File: src/rtl/tj_trig_seq.sv
// tj_trig_seq: four-block plaintext sequence detector that arms a trigger.
// The FSM walks IDLE -> M1 -> M2 -> M3 -> ARMED as the plaintexts
// SEQ0..SEQ3 appear on successive valid strobes (idle gaps allowed).
// A wrong block mid-sequence restarts at M1 if it is SEQ0, else at IDLE.
// Optional macro TJ_TRIG_TIMEOUT_EN: ARMED lasts HOLD_CYCLES clocks and
// then falls back to IDLE; without it ARMED is sticky until reset.
module tj_trig_seq #(
  parameter logic [127:0] SEQ0        = 128'h00112233445566778899AABBCCDDEEFF,
  parameter logic [127:0] SEQ1        = 128'h0123456789ABCDEF0123456789ABCDEF,
  parameter logic [127:0] SEQ2        = 128'hFEDCBA9876543210FEDCBA9876543210,
  parameter logic [127:0] SEQ3        = 128'h3243F6A8885A308D313198A2E0370734,
  parameter logic [15:0]  HOLD_CYCLES = 16'd1024
) (
  input  logic         clk,
  input  logic         rst,
  input  logic [127:0] state,
  input  logic         state_valid,
  output logic         Tj_Trig,
  output logic [2:0]   seq_stage
);

  localparam logic [2:0] IDLE  = 3'd0;
  localparam logic [2:0] M1    = 3'd1;
  localparam logic [2:0] M2    = 3'd2;
  localparam logic [2:0] M3    = 3'd3;
  localparam logic [2:0] ARMED = 3'd4;

  logic [2:0] fsm_q, fsm_d;
  logic       trig_q, trig_d;
  logic       isSeq0, isSeq1, isSeq2, isSeq3;

  assign isSeq0 = (state == SEQ0);
  assign isSeq1 = (state == SEQ1);
  assign isSeq2 = (state == SEQ2);
  assign isSeq3 = (state == SEQ3);

`ifdef TJ_TRIG_TIMEOUT_EN
  logic [15:0] hold_q, hold_d;
  logic        holdDone;

  assign holdDone = (hold_q == 16'd0);
`endif

  // Next-state logic: forward advance beats restart, restart beats IDLE.
  always_comb begin
    fsm_d = fsm_q;
    case (fsm_q)
      IDLE: begin
        if (state_valid && isSeq0) fsm_d = M1;
      end
      M1: begin
        if (state_valid) begin
          if (isSeq1)      fsm_d = M2;
          else if (isSeq0) fsm_d = M1;
          else             fsm_d = IDLE;
        end
      end
      M2: begin
        if (state_valid) begin
          if (isSeq2)      fsm_d = M3;
          else if (isSeq0) fsm_d = M1;
          else             fsm_d = IDLE;
        end
      end
      M3: begin
        if (state_valid) begin
          if (isSeq3)      fsm_d = ARMED;
          else if (isSeq0) fsm_d = M1;
          else             fsm_d = IDLE;
        end
      end
      ARMED: begin
`ifdef TJ_TRIG_TIMEOUT_EN
        if (holdDone) fsm_d = IDLE;
`else
        fsm_d = ARMED;
`endif
      end
      default: fsm_d = IDLE;
    endcase
  end

  // Trigger tracks the registered FSM: high exactly while ARMED.
  always_comb begin
    trig_d = (fsm_d == ARMED);
  end

`ifdef TJ_TRIG_TIMEOUT_EN
  // Hold counter: load HOLD_CYCLES-1 on entry to ARMED, count down inside it.
  always_comb begin
    hold_d = hold_q;
    if (fsm_q != ARMED && fsm_d == ARMED) begin
      hold_d = HOLD_CYCLES - 16'd1;
    end else if (fsm_q == ARMED && !holdDone) begin
      hold_d = hold_q - 16'd1;
    end else if (fsm_d != ARMED) begin
      hold_d = 16'd0;
    end
  end

  // Hold counter register with synchronous active-low reset.
  always_ff @(posedge clk) begin
    if (!rst) hold_q <= 16'd0;
    else      hold_q <= hold_d;
  end
`endif

  // FSM and trigger registers with synchronous active-low reset.
  always_ff @(posedge clk) begin
    if (!rst) begin
      fsm_q  <= IDLE;
      trig_q <= 1'b0;
    end else begin
      fsm_q  <= fsm_d;
      trig_q <= trig_d;
    end
  end

  assign Tj_Trig   = trig_q;
  assign seq_stage = fsm_q;

endmodule
File: config.mk
export PLATFORM = sky130hd
export DESIGN_NAME = tj_trig_seq
export DESIGN_NICKNAME = d
export VERILOG_FILES = /design/src/rtl/tj_trig_seq.sv
export SDC_FILE = /design/constraint.sdc
export NUM_CORES = 1
export LEC_CHECK = 0
export CAP_MARGIN = 20
export CORE_MARGIN = 10
export CORE_UTILIZATION = 26
export DETAILED_ROUTE_END_ITERATION = 7
export PLACE_DENSITY = 0.89
export SYNTH_ARGS = -nofsm -noshare
export SYNTH_HDL_FRONTEND = slang
export SYNTH_SLANG_ARGS = --single-unit
export TNS_END_PERCENT = 50
File: constraint.sdc
create_clock -name clk -period 5 [get_ports clk]
set_input_delay 1 -clock clk [delete_from_list [all_inputs] [get_ports clk]]
set_output_delay 1 -clock clk [all_outputs]
set_load 0.01 [all_outputs]
Word-level counts from Yosys, hierarchy flattened
Index checks and enable logic that the tools add are counted.
W data, S select, Z words.
{"block": "op_classes", "eq_ne": 9, "mux": 9, "reduce_logical": 2}
{"cell": "$eq A128 B117 Y1 const B", "count": 1}
{"cell": "$eq A128 B121 Y1 const B", "count": 1}
{"cell": "$eq A128 B126 Y1 const B", "count": 1}
{"cell": "$eq A128 B128 Y1 const B", "count": 1}
{"cell": "$mux W3", "count": 6}
{"cell": "$pmux W3 S5", "count": 1}
{"cell": "$eq A3 B2 Y1 const B", "count": 2}
{"cell": "$eq A3 B3 Y1 const B", "count": 2}
{"cell": "$eq A3 B1 Y1 const B", "count": 1}
{"cell": "$logic_not A3 Y1", "count": 1}
{"cell": "$mux W2", "count": 1}
{"cell": "$logic_and A1 B1 Y1", "count": 1}
{"cell": "$mux W1", "count": 1}
{"block": "word_totals", "in_bits": 131, "wordCells": 22, "regBits": 4, "out_inout_bits": 4}

Logic depth before layout (Yosys ltp)
Gate-level depths: netlist (run 1).
{"block": "logic_depth", "word_depth": 6, "mapped_depth": 6, "depth_no_buf": 6}

Worst setup path before layout (run 1)
No wires, ideal clock.
{"block": "synth_path", "kind": "in2reg", "startpoint": "input state[12]", "endpoint": "register fsm_q[0] (netlist: seq_stage[0])", "required_time_ns": 4.931, "slack_ns": 2.483, "setup_time_ns": 0.069, "arrival_time_ns": 2.448, "n_path_buf": 0, "stages": 6, "path_cell_list": "or4b_1 nor4_1 nand4_1 nor4_2 a41oi_1 o21ai_1"}
{"block": "synth_via", "elab_chain_cells": 5, "word_cells_on_any_way": 14, "cone_classes": "eq/ne: 4; mux: 9; reduce/logical: 1"}
{"element": "start, declared", "line_no": "16", "rtl": "input logic [127:0] state,"}
{"element": "$eq A128 B117 Y1", "line_no": "32", "rtl": "assign isSeq0 = (state == SEQ0);"}
{"element": "$mux W1", "line_no": "54, 61, 68"}
{"element": "$mux W3 (tied with other cells)", "line_no": "67", "rtl": "if (isSeq3) fsm_d = ARMED;"}
{"element": "$mux W3 (on tied branches)", "line_no": "66, 52, 59"}
{"element": "$pmux W3 S5 *", "line_no": "47", "rtl": "case (fsm_q)"}
{"element": "end signal, assigned", "line_no": "114", "rtl": "fsm_q <= fsm_d;"}
{"element": "end, declared", "line_no": "28", "rtl": "logic [2:0] fsm_q, fsm_d;"}
Mark *: on every way between the ends. The rest lies on a longest branch, timed or not.
A chain may end at the register's enable or synchronous reset.

Worst setup path in the final report (run 1)
{"block": "layout_path", "startpoint": "input state[25]", "endpoint": "register fsm_q[0] (netlist: seq_stage[0])"}
The elaborated chain is that of the path after synthesis.

==> results.ini, run 1 <==
[outcome]
status=finished clean

[placement]
gp_congestion=0.858
port_buffers=134
placedCellCount=302
post-place-ws_ns=1.92
hpwlAfterDp_um=5380

[floorplan]
fp-row-count=21
initial_core_util=0.277
die_area_um2=6500
die_y_um=80.6
pin_count=135
coreArea_um2=3440
die_x_um=80.6

[run]
maxCapViolCount=0

[timing]
final.period_utilization=0.577
rsz0062_at_grt=false
finalSetupTns_ns=0
clock_skew_ns=0.00246
fmax_ghz=0.347
final_max_slew_viol_count=0
tightest_slew_ns=0.459
min_period_ns=2.88
hold_viol=0
max_slew_margin=0.691
fin_ws_ns=2.12
setup_violations=0

[critical_path]
r2r_end=seq_stage[0]
worstPathRequired_ns=5.15
end_kind=register
worstRegToRegCells=5
r2r_start=seq_stage[2]
path_class=in2reg
crit_chain=clkdlybuf4s50_1 -> or4b_1 -> nor4_1 -> nand4_1 -> nor4_2 -> a41oi_1 -> o21ai_1
crit_path_max_fanout=2
start_kind=primary input
reg2reg_slack_ns=3.12
worstPathArrival_ns=3.03
max_stage_delay_ns=0.52
slowest_stage=or4b_1

[synth]
synth_top_area_frac=0.136
syn-cell-area_um2=955
synth_cell_types=31
yosys_warnings=0
syn_inst=122
ys_seq_area_frac=0.0839
syn_area_per_cell_um2=7.83
synth_nets=253
synth_ff_type=dfxtp_1
ys_top_cells_by_area=nor4bb_1 14%, nand4_1 9.8%, dfxtp_1 8.4%
synth_edf_count=0
ys_ff_latch=4
yosysTopAreaCell=nor4bb_1
async_reset_ff_frac=0

[grt]
grt_pass1_wl_um=8540
grt_max_degree=8
grt_overflow=0
grt_pass1_vias=1813
antenna_found_initial=0
grt_usage=0.164

[finish]
post-route-util=0.696
syn_to_final_growth_pct=151
num_antenna_cells=0
stdcell_count=305
drive_above_1_share=0.0502
final_nets=392

[drt]
num_vias=1667
drt-total-wl_um=5860
route.detailed.drc=0
ant_nets=0
wl_per_cell_um=19.2
viasPerCell=5.47
drt_iter0_drc=55
drt_pre_antenna_iters=4

[clocking]
cts_setup_buffers=0
clk_pin_slew_worst_paths_ns=0.03
cts_tree=built
clock_latency_ns=0.21
cts_sinks=4
cts_root_buffer=clkbuf_8
numCtsBuffers=3
cts_htree_levels=1
cts_resized=0
cts_hold_buf=0
cts.path.max_buffers=2

[pwr]
powerDensity_nw_per_um2=97.8
p_leak_uw=0.000789
ir_drop_uv=156

[min_path]
hold_start=seq_stage[2]
holdPathStages=2
hold_class=reg2reg
hold_end=seq_stage[2]

==> cell type report <==
cell class / instances / area [um^2]
timing repair buffer: 134 / 1340
fill: 314 / 1050
multi-input combinational: 118 / 875
sequential: 4 / 80.1
tap: 46 / 57.6
clock buffer: 3 / 41.3
==> routing by layer <==
layer | wire (um) | GRT usage | vias up
met5 | 0 | 0 | -
met4 | 69 | 0.0264 | 0
met3 | 732 | 0.0746 | 6
met2 | 3080 | 0.318 | 88
met1 | 1980 | 0.155 | 751
li1 | - | - | 822
==> sequential cells by signal, indices dropped and copies added, names as in the netlist <==
register and cells:
Tj_Trig 1, seq_stage 3
==> cell usage in the layout, fill, tap and decap left out, drive strengths merged, types with 5 or more instances in the layout <==
| cell | n |
|---|---|
| clkdlybuf4s50 | 134 |
| nand4 | 17 |
| nor4 | 14 |
| nor4bb | 13 |
| nand2 | 12 |
| nor4b | 9 |
| nand4b | 8 |
| nor2 | 7 |
| or4b | 5 |
==> power breakdown <==
group	total [uW]	internal (uW)	leakage (uW)	switching [uW]
Clock	66.6	51.2	0.0000216	15.4
Sequential	32.2	32.2	0.0000322	0.0000000000000234
Combinational	135	102	0.000735	33.6
==> cells in the mapped netlist, types with 2 or more instances <==
cell type  number
a21boi_1        2
a21oi_1         2
and4b_1         4
dfxtp_1         4
nand2_1        10
nand2_2         2
nand3_1         4
nand4_1        15
nand4_2         2
nand4b_1        8
nor2_1          7
nor2b_1         2
nor3_1          4
nor4_1         11
nor4_2          2
nor4b_1         9
nor4bb_1       13
or4_1           4
or4b_1          5
==> metrics by stage <==
| step | cell area (um^2) | hold WS (ns) | total power, uW |
|---|---|---|---|
| after floorplan | 955 | 0.514 | 50.2 |
| after global placement | 2350 | 0.494 | 165 |
| after detailed placement | 2350 | 0.505 | 167 |
| after CTS | 2390 | 0.524 | 235 |
| after global routing | 2390 | 0.568 | 245 |
| final | 2390 | 0.517 | 234 |
==> cells by family (layout without fill, tap and decap cells) <==
family | count (synthesis) | count (layout) | synth area share
and+or+nand+nor | 110 | 110 | 0.856
DFF | 4 | 4 | 0.0839
buffers and inverters | 0 | 137 | 0
muxes | 1 | 1 | 0.0118
AOI/OAI and AO/OA | 7 | 7 | 0.0485
==> critical path, delay by kind of cell <==
kind	cells	cell delay, ns
simple gates	4	1.30
buf+inv	1	0.45
compound gates	2	0.28
==> how the worst max path moves through the flow <==
stage	startpoint	to	slack [ns]	cells after the start
final	state[25]	seq_stage[0]	2.12	7
after global routing	state[25]	seq_stage[0]	1.97	7
after CTS	state[25]	seq_stage[0]	2.12	7
after detailed placement	state[25]	seq_stage[0]	1.92	7
after global placement	state[12]	seq_stage[0]	1.94	7
after floorplan	state[12]	seq_stage[0]	2.48	6
No activity file was read; power rests on OpenSTA's default activity.
==> run 2: changes to the inputs <==
- CORE_UTILIZATION: 26 -> 24
- PLACE_DENSITY: 0.89 -> 0.83
- clock period: 5 -> 2.7 ns (I/O delays scaled with it)
==> results.ini, run 2 (synthesis gave the netlist of run 1 again) <==
[drt]
viasPerCell=5.43  ; -0.62%
wl_per_cell_um=17.8  ; -7.2%
drt_iter0_drc=51  ; -7.3%
num_vias=1673  ; +0.36%
ant_nets=0  ; unchanged
route.detailed.drc=0  ; unchanged
drt-total-wl_um=5490  ; -6.3%
drt_pre_antenna_iters=4  ; unchanged

[timing]
max_slew_margin=0.707  ; +0.0154
setup_violations=0  ; unchanged
hold-worst-slack_ns=0.529  ; +0.0125 ns
min_period_ns=2.51
fmax_ghz=0.399
finalSetupTns_ns=0  ; unchanged
clock_skew_ns=0.000558  ; -0.00191 ns
tightest_slew_ns=0.434  ; -0.0250 ns
fin_ws_ns=0.193  ; -1.92 ns
final_max_slew_viol_count=0  ; unchanged
rsz0062_at_grt=false
hold_viol=0  ; unchanged
final.period_utilization=0.928

[finish]
final_cell_mix=134 x clkdlybuf4s50_1, 15 x nand4_1, 13 x nor4bb_1
multi_input_area_um2=875  ; unchanged
syn_to_final_growth_pct=152
final_nets=393  ; +0.26%
regArea_um2=80.1  ; unchanged
drive_above_1_share=0.0538  ; +0.00365
num_antenna_cells=0  ; unchanged
layout_commonest_cell=clkdlybuf4s50_1
nFillCells=331  ; +5.4%
post-route-util=0.642  ; -0.0534
largest_reg_flops=3  ; unchanged
fin_area_um2=2400  ; +0.42%

[grt]
grt_pass1_vias=1867  ; +3.0%
grt_util_met3=0.0615  ; -0.0131
grt_busiest_layer=met2
grt_max_degree=8  ; unchanged
grt_overflow=0  ; unchanged
grt_usage=0.153  ; -0.0113
met2_usage=0.267  ; -0.0502
grt_pass1_wl_um=9030  ; +5.8%
met1_usage=0.169  ; +0.0138
antenna_found_initial=0  ; unchanged

[floorplan]
fp-row-count=22  ; +4.8%
coreArea_um2=3740  ; +8.8%
pin_count=135  ; unchanged
die_area_um2=6900  ; +6.2%
die_x_um=83.1  ; +3.1%
die_y_um=83.1  ; +3.1%
initial_core_util=0.255  ; -0.0223

[critical_path]
worstPathArrival_ns=2.66  ; -0.37 ns
worstPathRequired_ns=2.85  ; -2.30 ns
end_kind=register
start_kind=primary input
r2r_end=seq_stage[0]
worstRegToRegCells=5  ; unchanged
reg2reg_slack_ns=0.81  ; -2.31 ns
crit_path_max_fanout=2  ; unchanged
path_class=in2reg
r2r_start=seq_stage[2]

[pwr]
p_leak_uw=0.000794  ; +0.69%
powerDensity_nw_per_um2=181  ; +85%
ir_drop_uv=93.4  ; -40%

[run]
maxCapViolCount=0  ; unchanged

[clocking]
cts_sinks=4  ; unchanged
numCtsBuffers=3  ; unchanged
cts_tree=built
cts_setup_buffers=0  ; unchanged
cts_htree_levels=1  ; unchanged
cts_hold_buf=0  ; unchanged
clk_pin_slew_worst_paths_ns=0.03  ; about the same
cts_resized=0  ; unchanged
cts_root_buffer=clkbuf_8
clock_latency_ns=0.22  ; about the same
cts.path.max_buffers=2  ; unchanged

[outcome]
status=finished clean

[placement]
post-place-ws_ns=-0.0420  ; -1.96 ns
postPlaceCellArea_um2=2360  ; +0.43%
hpwlAfterDp_um=5100  ; -5.2%
gp_congestion=0.878  ; +2.2%
port_buffers=134  ; unchanged

[min_path]
hold_end=Tj_Trig
holdPathStages=2  ; unchanged
hold_start=seq_stage[2]
hold_class=reg2reg

[run 2: cell types whose count changed in the layout (fill, tap and decap cells not counted), sizes merged]
cell  delta
buf      +1
[run 2: worst max-delay path by stage]
| stage | start | to | slack, ns | depth (start not counted) |
|---|---|---|---|---|
| final | state[12] | seq_stage[0] | 0.19 | 7 |
| after global placement | state[25] | seq_stage[0] | 0.05 | 7 |
| after global routing | state[25] | seq_stage[0] | 0.06 | 7 |
| after floorplan | state[12] | seq_stage[0] | 0.64 | 6 |
| after CTS | state[12] | seq_stage[0] | 0.19 | 7 |
| after detailed placement | state[12] | seq_stage[0] | -0.04 | 7 |
[run 2: metrics by stage]
step,instances,total power (uW)
6_report,308,436
5_1_grt,308,459
4_1_cts,308,439
3_5_place_dp,305,307
3_3_place_gp,305,305
2_1_floorplan,122,93.0
[run 2: final cells by class]
type,instances,share of cell area
multi-input combinational,118,0.364
timing repair buffer,135,0.561
clock buffer,3,0.0172
sequential,4,0.0333
tap,48,0.0250
[run 2: critical path, cell delays in order]
cell and delay, ns:
clkdlybuf4s50_1 0.41, or4b_1 0.53, nor4_1 0.36, nand4_1 0.19, nor4_2 0.34, a41oi_1 0.16, o21ai_1 0.13
[run 2: layer usage]
metal / wire [um] / up-vias
li1: - / 826
met4: 45 / 0
met3: 492 / 6
met5: 0 / -
met1: 2340 / 753
met2: 2610 / 88
[run 2: report_power, final]
part	leakage, uW	total [uW]	internal [uW]	switching [uW]
registers	0.0000322	59.5	59.5	0.0000000000000465
clock network	0.0000216	128	95.2	32.7
logic	0.000740	248	189	59.8
total	0.000794	436	343	92.5
